`config.mk`:
```
export PLATFORM = sky130hd
export DESIGN_NAME = biquad_coeff_sequencer
export DESIGN_NICKNAME = d
export VERILOG_FILES = /design/src/rtl/biquad_coeff_sequencer.sv
export SDC_FILE = /design/constraint.sdc
export NUM_CORES = 1
export LEC_CHECK = 0
export ABC_CLOCK_PERIOD_IN_PS = 4600
export CAP_MARGIN = 15
export CORE_UTILIZATION = 45
export DETAILED_ROUTE_END_ITERATION = 8
export MAX_ROUTING_LAYER = met4
export PLACE_DENSITY = 0.74
export SLEW_MARGIN = 5
export SYNTH_ARGS = -nofsm -noshare
export SYNTH_HDL_FRONTEND = slang
export SYNTH_SLANG_ARGS = --single-unit
```
`constraint.sdc`:
```
create_clock -name clk -period 4.6 [get_ports clk]
set_input_delay 0.69 -clock clk [delete_from_list [all_inputs] [get_ports clk]]
set_output_delay 0.69 -clock clk [all_outputs]
set_load 0.01 [all_outputs]
```
`src/rtl/biquad_coeff_sequencer.sv`:
```
// biquad_coeff_sequencer
// Stages a coefficient set written over a small config bus and, on commit, streams it into
// the downstream biquad's cascaded DSP B-register chain (highest address first), one
// coefficient per 2-cycle slot, followed by a single update pulse that switches all DSPs
// to the new set at once.
//
// Ports:
//   clk            sole clock
//   rst            asynchronous, active-high reset
//   cfg_adr_i      staging address (addresses >= NCOEFF are ignored)
//   cfg_dat_i      staging write data
//   cfg_wr_i       staging write strobe
//   commit_i       request to stream the staging set
//   coeff_dat_o    coefficient data to the biquad
//   coeff_wr_o     coefficient shift strobe to the biquad (first cycle of each slot)
//   coeff_update_o one-cycle pulse making the shifted set live
//   busy_o         stream in progress (staging writes are refused)
//   err_o          sticky: a staging write arrived while busy
module biquad_coeff_sequencer #(
  parameter int unsigned NCOEFF  = 2,
  parameter int unsigned CBITS   = 18,
  parameter int unsigned ADRBITS = 1
) (
  input  logic               clk,
  input  logic               rst,
  input  logic [ADRBITS-1:0] cfg_adr_i,
  input  logic [CBITS-1:0]   cfg_dat_i,
  input  logic               cfg_wr_i,
  input  logic               commit_i,
  output logic [CBITS-1:0]   coeff_dat_o,
  output logic               coeff_wr_o,
  output logic               coeff_update_o,
  output logic               busy_o,
  output logic               err_o
);

  localparam logic [1:0] IDLE   = 2'd0;
  localparam logic [1:0] SLOT_A = 2'd1;
  localparam logic [1:0] SLOT_B = 2'd2;
  localparam logic [1:0] UPDATE = 2'd3;

  localparam logic [ADRBITS-1:0] LAST_IDX = ADRBITS'(NCOEFF - 1);

  logic [CBITS-1:0]   r_stage [NCOEFF];
  logic [1:0]         r_state;
  logic [ADRBITS-1:0] r_idx;
  logic               r_pend;
  logic               r_err;
  logic [CBITS-1:0]   r_dat;

  logic               w_busy;
  logic               w_adr_ok;
  logic               w_stage_wr;
  logic [CBITS-1:0]   w_first_dat;
  logic [1:0]         w_state_d;
  logic [ADRBITS-1:0] w_idx_d;
  logic               w_pend_d;
  logic [CBITS-1:0]   w_dat_d;

  assign w_busy     = (r_state != IDLE);
  assign w_adr_ok   = (32'(cfg_adr_i) < NCOEFF);
  assign w_stage_wr = cfg_wr_i && !w_busy && w_adr_ok;

  // A write landing on the same edge as the stream start must already be in the first slot.
  assign w_first_dat = (w_stage_wr && (cfg_adr_i == LAST_IDX)) ? cfg_dat_i : r_stage[LAST_IDX];

  always_comb begin
    w_state_d = r_state;
    w_idx_d   = r_idx;
    w_dat_d   = r_dat;
    // Commits during a stream collapse into one pending restart.
    w_pend_d  = r_pend || (w_busy && commit_i);
    case (r_state)
      IDLE: begin
        if (commit_i || r_pend) begin
          w_state_d = SLOT_A;
          w_idx_d   = LAST_IDX;
          w_dat_d   = w_first_dat;
          w_pend_d  = 1'b0;
        end
      end
      SLOT_A: w_state_d = SLOT_B;
      SLOT_B: begin
        if (r_idx == '0) begin
          w_state_d = UPDATE;
        end else begin
          // Staging is frozen while busy, so reading it here gives a consistent snapshot.
          w_state_d = SLOT_A;
          w_idx_d   = r_idx - ADRBITS'(1);
          w_dat_d   = r_stage[r_idx - ADRBITS'(1)];
        end
      end
      UPDATE:  w_state_d = IDLE;
      default: w_state_d = IDLE;
    endcase
  end

  always_ff @(posedge clk or posedge rst) begin
    if (rst) begin
      r_state <= IDLE;
      r_idx   <= '0;
      r_pend  <= 1'b0;
      r_err   <= 1'b0;
      r_dat   <= '0;
      for (int i = 0; i < int'(NCOEFF); i++) begin
        r_stage[i] <= '0;
      end
    end else begin
      r_state <= w_state_d;
      r_idx   <= w_idx_d;
      r_pend  <= w_pend_d;
      r_dat   <= w_dat_d;
      if (w_stage_wr) begin
        r_stage[cfg_adr_i] <= cfg_dat_i;
      end
      if (cfg_wr_i && w_busy && w_adr_ok) begin
        r_err <= 1'b1;
      end
    end
  end

  assign coeff_dat_o    = r_dat;
  assign coeff_wr_o     = (r_state == SLOT_A);
  assign coeff_update_o = (r_state == UPDATE);
  assign busy_o         = w_busy;
  assign err_o          = r_err;

endmodule

```
==> impl_summary.md, run 1 <==
Clock network
Post-CTS timing repair inserted 0 buffers for setup. The hold buffer count at cts is 0. The clock transition at the registers of the reported paths is 70 ps.

The H-tree depth is 3. Counting every sink on the clock net gives 59. Clock tree synthesis inserted a total of 9 buffers.

The CTS root buffer is clkbuf_8. The clock reaches the later pin of the worst-skew pair after 340 ps. In this run the deepest clock path goes through 2 buffers.

TritonCTS built the clock tree. The post-cts repair resize count is 0.

Setup path
For flop-to-flop paths, the worst setup slack is 2100 ps. The worst reg-to-reg path cell count is 3. The maximum net fanout on the critical path is 25. The kind of critical path is flop to output port. For the worst setup path, the data required time is 3910 ps. Data arrives at the worst endpoint at 2720 ps. The kind of start point of the critical path is a flop. The capture point of the worst reg-to-reg path is coeff_dat_o[9]. In this run the critical register-to-register path is launched from r_state[1]. STA classifies the critical path endpoint as an output port.

STA
The final worst clock skew is 10.8 ps. The headroom to the max-slew limit is 0.305. Setup slack closes at 1190 ps. The minimum clock period after layout is 3410 ps. The final number of hold-violating endpoints is 0. The count of pins over their slew limit is 0. The final-report setup violation count is 0.

At the pin with the least slew margin, the transition time is 1040 ps. Setup repair after global routing left no endpoint under its margin. The setup TNS is 0 ps. Based on the critical path, the design can be clocked at up to 293 MHz.

In the finished design, the share of the clock period the worst path needs comes to 0.741.

Die
45 I/O pins were placed. The number of placement rows is 28. The chip width is 82.2 um. The die is 82.2 um tall. The floorplan step defined a core boundary enclosing 6060 um^2. The initial utilization of the core area, before any placement, comes to 0.477. The die covers 6750 um^2.

Min path
Along the worst hold path, the cell count comes to 1. The worst hold path begins at err_o. The type of the worst min-delay path is flop to flop. The worst hold path terminates at err_o.

Placed design
The wire-length estimate of the detail-placed layout is 4280 um. The number of input and output port buffers inserted is 44. The final RePlAce weighted congestion is 0.755. The worst setup slack after placement is 1580 ps.

Global routing
The overflow left after global routing is 0. The number of global-route vias before repair came to 2133. The wire length of the first global-routing pass is 11000 um. The combined global-route utilization of all metal layers is 0.231. Entering global routing, the biggest net connects 41 pins. The number of antenna violations at the first check in global routing is 0.

Power and ir drop
VDD sags by at most 0.277 mV. Dividing total power by cell area gives a power density of 706 nW/um^2. In this run the static leakage power is 1.43 nW.

Final layout
The antenna diode count is 0. After the last flow step, the layout net total stands at 304. Relative to the synthesized area, the layout overhead comes to 23.0%. Fill cells in the final layout number 480. Of the cells placed in the final design, the portion with a size suffix greater than 1 is 0.224.

For this run, the share of the core covered by cells in the final layout is 0.587.

Drt
The remaining number of nets flagged by the antenna check after routing is 0. Using the TritonRoute via totals, the vias-per-cell ratio works out to 6.07. For this run, design rule violations remaining after detail routing come to 0.

For this run, the detailed router's first-pass iteration total came to 4. The detail-routed net length per standard cell is 18.3 um. For this block, the initial DRC count from the detailed router was 166. The final route contains 2191 vias. Summed over all layers, the routed wires come to 6590 um.

Yosys
In the synthesized netlist, the number of instances is 243. Of the synthesized area, sequential elements account for 0.511. During synthesis, Yosys emitted a total of 0 warnings.

The count of cell types in the netlist is 37. When the netlist entered floorplanning its net count stood at 266. A synthesized cell averages 11.9 um^2. The post-synthesis sequential element count is 59.

The mapped netlist covers 2890 um^2.

Run status
The run finished with clean final reports.

Flow run
The max-capacitance violation count is 0.
==> layer usage <==
metal	track usage	share of wire	vias to the layer above
met1	0.293	0.44	1123
li1	-	-	1002
met4	0.109	0.019	0
met3	0.0429	0.047	12
met2	0.356	0.49	54
met5	-	0	-
==> cells in the final DEF (no fill, tap or decap), types with 10 or more instances in the layout <==
cell	count
nand2_1	12
inv_1	11
mux2_2	17
clkbuf_8	10
o31ai_1	18
mux2_4	10
dfrtp_1	59
clkdlybuf4s50_1	44
a311oi_1	17
==> area by class of cell <==
class	instances	area [um^2]	area share
clock buffer	11	141	0.0398
sequential	59	1480	0.415
inverter	14	55.1	0.0155
tap	75	93.8	0.0264
multi-input combinational	147	1250	0.352
clock inverter	5	52.6	0.0148
timing repair buffer	50	485	0.137
==> critical path, stage by stage, from the launching register on <==
cell             delay (ps)
dfrtp_1                 940
inv_1                   610
nor2_1                  270
clkdlybuf4s50_1         570
==> power by group <==
group | total, mW | switching [mW] | internal (mW)
clock network | 0.470 | 0.208 | 0.262
logic | 1.04 | 0.462 | 0.581
registers | 0.997 | 0.217 | 0.780
total | 2.51 | 0.888 | 1.62
==> cell families (layout without fill, tap and decap cells) <==
family / count (synthesis) / count (layout) / synth area share
AOI/OAI and AO/OA: 77 / 77 / 0.213
DFF: 59 / 59 / 0.511
and+or+nand+nor: 42 / 42 / 0.0904
buffers and inverters: 37 / 80 / 0.0640
muxes: 28 / 28 / 0.122
==> flip-flops by register name (all words and copies together), names as in the netlist <==
| signal | cells |
|---|---|
| coeff_dat_o | 18 |
| r_pend | 1 |
| r_stage | 36 |
| r_state | 2 |
| err_o | 1 |
| r_idx | 1 |
==> synth_stat cells <==
cell,count,area share
clkinv_1,1,0.0013
mux2_1,1,0.0039
or2_2,1,0.0022
o31ai_1,18,0.047
a21o_1,2,0.0052
nor2b_1,9,0.019
o2111ai_1,8,0.024
a21oi_1,2,0.0035
nor2_1,3,0.0039
a311oi_1,17,0.051
nand3_1,1,0.0017
buf_12,1,0.0069
dfrtp_1,59,0.51
inv_4,1,0.0022
a21boi_0,9,0.023
nor4bb_1,1,0.0035
mux2_4,10,0.052
and2_1,2,0.0043
nand4b_1,8,0.024
clkbuf_1,13,0.017
nor3_1,1,0.0017
buf_6,2,0.0078
buf_1,1,0.0013
nor2_4,1,0.0039
nor3b_2,1,0.0043
or3_1,1,0.0022
a31oi_1,1,0.0022
o21ai_0,9,0.016
buf_4,2,0.0052
inv_1,12,0.016
nor3_2,1,0.0035
buf_2,4,0.0069
nand2_1,12,0.016
o221a_2,9,0.035
a211oi_1,1,0.0026
a32oi_1,1,0.0030
mux2_2,17,0.066
==> how the worst max path moves through the flow <==
stage	from	endpoint	slack, ps
6_report	r_state[0]	coeff_wr_o	1190
5_1_grt	r_state[0]	coeff_wr_o	1050
4_1_cts	r_state[0]	coeff_wr_o	1230
3_5_place_dp	r_state[0]	coeff_wr_o	1580
3_3_place_gp	r_state[0]	coeff_wr_o	1610
2_1_floorplan	rst	coeff_dat_o[0]	2450
==> metrics by stage <==
stage / hold slack (ps) / total power, mW / instance area (um^2) / cells
6_report: 478 / 2.51 / 3560 / 361
5_1_grt: 508 / 2.67 / 3560 / 361
4_1_cts: 481 / 2.52 / 3560 / 361
3_5_place_dp: 467 / 2.05 / 3360 / 345
3_3_place_gp: 480 / 2.01 / 3360 / 345
2_1_floorplan: 466 / 1.68 / 2890 / 243
No activity file was read; power rests on OpenSTA's default activity.
==> run 2, diff against run 1 <==
--- a/config.mk
+++ b/config.mk
@@ -5,12 +5,12 @@
 export SDC_FILE = /design/constraint.sdc
 export NUM_CORES = 1
 export LEC_CHECK = 0
-export ABC_CLOCK_PERIOD_IN_PS = 4600
+export ABC_CLOCK_PERIOD_IN_PS = 2800
 export CAP_MARGIN = 15
 export CORE_UTILIZATION = 45
 export DETAILED_ROUTE_END_ITERATION = 8
 export MAX_ROUTING_LAYER = met4
-export PLACE_DENSITY = 0.74
+export PLACE_DENSITY = 0.76
 export SLEW_MARGIN = 5
 export SYNTH_ARGS = -nofsm -noshare
 export SYNTH_HDL_FRONTEND = slang
==> constraint.sdc (replaced) <==
create_clock -name clk -period 2.8 [get_ports clk]
set_input_delay 0.42 -clock clk [delete_from_list [all_inputs] [get_ports clk]]
set_output_delay 0.42 -clock clk [all_outputs]
set_load 0.01 [all_outputs]
==> impl_summary.md, run 2 (same netlist as run 1, synthesis figures left out) <==
Run status
The run finished with clean final reports.

Drt
The remaining number of nets flagged by the antenna check after routing was 0 (unchanged). The detail-routed net length per standard cell is 18.1 um (-0.62%). The vias after detailed routing was 2221 (+1.4%). The final routed DRC violation total is 0 (unchanged). The final routed wirelength across all metal layers was 6750 um (+2.4%). The iteration-0 DRC count of the detailed router came to 207 (+25%).

The average via count per standard cell is 5.97 (-1.6%). The first-pass iteration count of the detailed router came to 4 (unchanged).

STA
Setup repair after global routing left no endpoint under its margin. Static timing analysis puts the maximum clock frequency at 421 MHz. The final-report setup violation count was 0 (unchanged). The final worst clock skew is 7.33 ps (-3.50 ps).

The actual transition at the worst max-transition pin came to 727 ps (-313 ps). The setup TNS is 0 ps (unchanged). The headroom to the max-slew limit came to 0.515 (+0.210). The minimum hold slack is 456 ps (-21.6 ps). The count of pins over their slew limit is 0 (unchanged). The final number of hold-violating endpoints is 0 (unchanged). The minimum clock period after layout is 2370 ps.

The portion of the clock cycle consumed by the worst path in the final layout is 0.848.

Global routing
The number of antenna violations at the first check in global routing is 0 (unchanged). The overflow left after global routing is 0 (unchanged). The maximum number of pins on one net before global-route repair came to 60 (+46%). met2 is the most crowded layer. The number of global-route vias before repair is 2242 (+5.1%).

The met1 usage is 0.286 (-0.00773). The met2 usage is 0.366 (+0.00992). The wire length of the first global-routing pass came to 11000 um (+0.31%). The combined global-route utilization of all metal layers was 0.232 (+0.00145). The met3 usage is 0.0385 (-0.00440).

Die
The core area was 6060 um^2 (unchanged). The number of placement rows is 28 (unchanged). The die outline area is 6750 um^2 (unchanged).

The initial cell density of the core was 0.477 (unchanged). The top-level port count was 45 (unchanged). The die height is 82.2 um (unchanged). The chip width is 82.2 um (unchanged).

Setup path
The critical path in this run is classified as flop to output port. The data arrival time of the worst path was 1950 ps (-770 ps). The register-to-register setup slack is 740 ps (-1360 ps). The worst register-to-register path ends at r_stage[18].

The required time reported for the critical path endpoint was 2380 ps (-1530 ps). The worst setup path is launched from a flop. The start of the worst register-to-register path is r_state[1]. The maximum net fanout on the critical path is 11 (-56%). The worst reg-to-reg path cell count is 6 (+3).

The kind of end point of the critical path is an output port.

Clock network
The number of clock sinks is 59 (unchanged). The setup fix buffers added after clock tree synthesis is 0 (unchanged). The TritonCTS buffer count is 9 (unchanged).

The later-pin clock latency in the skew report is 340 ps (about the same). The clock transition at the registers of the reported paths is 70 ps (about the same). The post-cts repair resize count was 0 (unchanged). The CTS root buffer is clkbuf_8. The largest buffer count on any clock path is 2 (unchanged).

TritonCTS built the clock tree. The hold buffer count at cts came to 0 (unchanged). The H-tree depth is 3 (unchanged).

Power and ir drop
The power per cell area was 1180 nW/um^2 (+68%). The static leakage power was 1.51 nW (+5.4%). The part of the power in registers is 0.349 (-0.048). The cell-internal power is 2.89 mW (+78%). The switching power was 1.48 mW (+67%). The clock network fraction of total power is 0.214 (+0.027). The portion of total power attributed to combinational logic is 0.437 (+0.021).

The largest vdd supply drop came to 0.569 mV (+110%). The switching power share of the total came to 0.339 (-0.0150). The total power of the final layout is 4.38 mW (+74%).

Final layout
Relative to the synthesized area, the layout overhead comes to 27.9%. In the layout the commonest cells are 59 x dfrtp_1, 44 x clkdlybuf4s50_1, 18 x o31ai_1. The share of post-route cells with drive strength above 1 was 0.256 (+0.0321). The register with the most flip-flops is r_stage. The flip-flop count of the largest register, all copies and words added was 36 (unchanged).

The number of nets at the end of the flow is 315 (+3.6%). The antenna diode count is 0 (unchanged). The post-route standard cell area excluding fillers was 3700 um^2 (+4.0%). The commonest non-fill, non-tap cell in the layout is dfrtp_1.

Placed design
The total cell area at the placement stage came to 3450 um^2 (+2.6%). The number of input and output port buffers inserted is 44 (unchanged). The HPWL reported at the end of detailed placement is 4450 um (+4.0%). The final RePlAce weighted congestion is 0.809 (+7.1%).

Flow run
The max-capacitance violation count was 0 (unchanged).

Min path
For hold timing, the worst endpoint is err_o. The type of the worst min-delay path is flop to flop. The hold path depth is 1 (unchanged). In this run the most critical hold path is launched from err_o.
==> run 2: cell type report <==
type	instances	area (um^2)
well taps	75	93.8
fillers	480	2360
repair buffers	61	581
multi-input cells	147	1240
clock inverters	3	67.6
clock buffers	13	179
inverters	14	55.1
flip-flops and latches	59	1480
==> run 2: power by group through the flow <==
| stage | Combinational (mW) | Sequential, mW | Clock (mW) |
|---|---|---|---|
| 2_1_floorplan | 1.23 | 1.53 | 0 |
| 5_1_grt | 2.08 | 1.58 | 0.991 |
| 4_1_cts | 1.92 | 1.53 | 0.948 |
| 3_3_place_gp | 1.86 | 1.52 | 0 |
| 3_5_place_dp | 1.90 | 1.54 | 0 |
| 6_report | 1.91 | 1.53 | 0.938 |
==> run 2: how the worst max path moves through the flow <==
stage / slack [ps] / endpoint / from / cells past startpoint
final: 430 / busy_o / r_state[1] / 4
after global routing: 390 / busy_o / r_state[1] / 4
after CTS: 450 / busy_o / r_state[1] / 4
after detailed placement: 550 / r_stage[9] / cfg_wr_i / 4
after global placement: 570 / r_stage[12] / cfg_wr_i / 4
after floorplan: 920 / coeff_dat_o[0] / rst / 1
==> run 2: stage by stage <==
stage | worst slack, ps | utilization | std cells
3_3_place_gp | 565 | 0.569 | 356
2_1_floorplan | 924 | - | 243
6_report | 426 | 0.610 | 372
5_1_grt | 389 | 0.610 | 372
4_1_cts | 448 | 0.610 | 372
3_5_place_dp | 554 | 0.569 | 356
==> run 2: per-layer routing <==
| layer | part of all wire | vias up |
|---|---|---|
| met5 | 0 | - |
| met4 | 0.018 | 0 |
| met3 | 0.061 | 10 |
| met2 | 0.49 | 79 |
| met1 | 0.43 | 1106 |
| li1 | - | 1026 |
==> run 2: worst max-delay path: stages (launching register included) <==
cell             delay [ps]
dfrtp_1                 530
buf_4                   260
nor2_4                  270
inv_4                    70
clkdlybuf4s50_1         480
==> run 3, diff against run 2 <==
--- a/config.mk
+++ b/config.mk
@@ -5,12 +5,12 @@
 export SDC_FILE = /design/constraint.sdc
 export NUM_CORES = 1
 export LEC_CHECK = 0
-export ABC_CLOCK_PERIOD_IN_PS = 2800
+export ABC_CLOCK_PERIOD_IN_PS = 2250
 export CAP_MARGIN = 15
 export CORE_UTILIZATION = 45
 export DETAILED_ROUTE_END_ITERATION = 8
 export MAX_ROUTING_LAYER = met4
-export PLACE_DENSITY = 0.76
+export PLACE_DENSITY = 0.74
 export SLEW_MARGIN = 5
 export SYNTH_ARGS = -nofsm -noshare
 export SYNTH_HDL_FRONTEND = slang
==> constraint.sdc (replaced) <==
create_clock -name clk -period 2.25 [get_ports clk]
set_input_delay 0.3375 -clock clk [delete_from_list [all_inputs] [get_ports clk]]
set_output_delay 0.3375 -clock clk [all_outputs]
set_load 0.01 [all_outputs]
==> impl_summary.md, run 3 (same netlist as run 1, synthesis figures left out) <==
Global routing
The combined global-route utilization of all metal layers was 0.227 (-0.00502). The number of global-route vias before repair was 2102 (-6.2%). The overflow left after global routing was 0 (unchanged). The maximum number of pins on one net before global-route repair is 60 (unchanged). The wire length of the first global-routing pass is 10700 um (-2.9%).

The number of antenna violations at the first check in global routing is 0 (unchanged).

Drt
The final routed DRC violation total was 0 (unchanged). The vias after detailed routing is 2201 (-0.90%). The average via count per standard cell came to 5.98 (+0.18%). The final routed wirelength across all metal layers is 6720 um (-0.43%). The remaining number of nets flagged by the antenna check after routing is 0 (unchanged).

The first-pass iteration count of the detailed router is 4 (unchanged). The detail-routed net length per standard cell was 18.3 um (+0.65%). The iteration-0 DRC count of the detailed router is 123 (-41%).

Flow run
The max-capacitance violation count is 0 (unchanged).

Die
The chip width is 82.2 um (unchanged). The die outline area was 6750 um^2 (unchanged). The core area came to 6060 um^2 (unchanged).

The initial cell density of the core was 0.477 (unchanged). The die height is 82.2 um (unchanged). The number of placement rows is 28 (unchanged). The top-level port count is 45 (unchanged).

Setup path
The kind of end point of the critical path is an output port. The maximum net fanout on the critical path came to 13 (+2). The required time reported for the critical path endpoint is 1910 ps (-470 ps). The delay contributed by the slowest stage of the critical path came to 560 ps (+30 ps). The data arrival time of the worst path is 1750 ps (-200 ps). The critical path is of the flop to output port type. For this design, the slowest cell found on the critical path is clkdlybuf4s50_1. The number of buffers and inverters on the critical path was 3 (unchanged). The kind of start point of the critical path is a flop. Broken down by cell family, the worst path's largest delay share belongs to buffers and inverters. Traced cell by cell, the critical path runs through inv_1 -> buf_4 -> nor2_1 -> clkdlybuf4s50_1.

Clock network
The later-pin clock latency in the skew report is 330 ps (about the same). The largest buffer count on any clock path is 2 (unchanged). The number of clock sinks is 59 (unchanged). The H-tree depth is 3 (unchanged). The hold buffer count at cts is 0 (unchanged). The tree is rooted in a clkbuf_8. The setup fix buffers added after clock tree synthesis is 0 (unchanged). The clock transition at the registers of the reported paths is 60 ps (about the same). The TritonCTS buffer count is 9 (unchanged). TritonCTS built the clock tree.

Final layout
The antenna diode count is 0 (unchanged). The flip-flop count of the largest register, all copies and words added was 36 (unchanged). Relative to the synthesized area, the layout overhead comes to 25.0%. The count of non-filler cells in the finished layout is 368 (-1.1%). Leaving out fill and tap cells, the most frequent cell in the layout is dfrtp_1.

The number of nets at the end of the flow came to 315 (unchanged). The register with the most flip-flops is r_stage. In the layout the commonest cells are 58 x dfrtp_1, 44 x clkdlybuf4s50_1, 18 x o31ai_1. The final design utilization came to 0.596 (-0.0138). The share of post-route cells with drive strength above 1 is 0.246 (-0.0102).

STA
The actual transition at the worst max-transition pin is 735 ps (+7.89 ps). The final number of hold-violating endpoints is 0 (unchanged). The portion of the clock cycle consumed by the worst path in the final layout is 0.929. The headroom to the max-slew limit is 0.510 (-0.00526). The final worst clock skew came to 3.60 ps (-3.73 ps).

The minimum clock period after layout is 2090 ps. For this run, the top clock speed supported by timing is 478 MHz. Setup repair after global routing left no endpoint under its margin. The count of pins over their slew limit is 0 (unchanged). The final-report setup violation count came to 0 (unchanged).

Placed design
The cell count after placement came to 356 (unchanged). The number of input and output port buffers inserted is 44 (unchanged). The final RePlAce weighted congestion is 0.798 (-1.5%). The HPWL reported at the end of detailed placement is 4440 um (-0.23%).

Power and ir drop
The power per cell area is 1410 nW/um^2 (+19%). The largest vdd supply drop was 0.629 mV (+11%). The static leakage power is 1.47 nW (-2.6%).

Min path
The type of the worst min-delay path is input port to asynchronous set/reset pin.

Run status
The flow ran to the end, and the final reports show no timing, DRC or antenna violations.
==> run 3: cell count changes in the layout (fill, tap and decap cells not counted) <==
cell | before | now
dfrtp_2 | 0 | 1
nor3b_4 | 0 | 1
bufinv_16 | 2 | 0
clkbuf_1 | 0 | 1
dfrtp_1 | 59 | 58
nor3b_2 | 1 | 0
clkinvlp_4 | 1 | 0
clkbuf_8 | 13 | 11
==> run 3: metrics by stage <==
stage	instance area, um^2	power, mW	hold slack [ps]	setup WS [ps]	setup TNS (ps)
final	3610	5.10	356	160	0
after global routing	3610	5.44	420	65.4	0
after CTS	3610	5.12	388	67.7	0
after detailed placement	3460	4.31	460	-28.7	-33.8
after global placement	3460	4.23	442	118	0
after floorplan	2890	3.44	454	456	0
==> run 3: layout make-up <==
class / count / area [um^2]
fillers: 509 / 2450
flip-flops and latches: 59 / 1480
multi-input cells: 147 / 1250
repair buffers: 61 / 581
clock buffers: 12 / 155
well taps: 75 / 93.8
inverters: 14 / 55.1
==> run 3: routing by layer <==
layer,wire (um),vias up,track usage
met5,0,-,-
met4,87,0,0.0965
met3,254,6,0.0637
met2,3400,61,0.344
met1,2980,1107,0.285
li1,-,1027,-
==> run 3: power by group <==
part           switching, mW  internal, mW
combinational           1.09          1.28
clock                  0.363         0.435
sequential             0.336          1.60
total                   1.78          3.32
==> run 3: worst paths after layout <==
kind | startpoint | to | slack (ps) | cells after the start
worst max-delay path | r_state[0] | coeff_wr_o | 160 | 4
worst min-delay path | rst | r_stage[28] | 360 | 3
worst max register to register | r_state[1] | coeff_dat_o[14] | 410 | 4
worst min register to register | err_o | err_o | 470 | 1
max in group asynchronous | rst | r_stage[26] | 1590 | 3
min in group clk | err_o | err_o | 470 | 1
==> run 3: repair_timing <==
action,CTS,global route
gates resized for setup,0,1
hold endpoints to repair,0,0
endpoints found under the setup margin,0,1
==> run 3: tightest hold or removal path: cells and delay by family <==
kind                   cells  cell delay (ps)
buffers and inverters      3              730
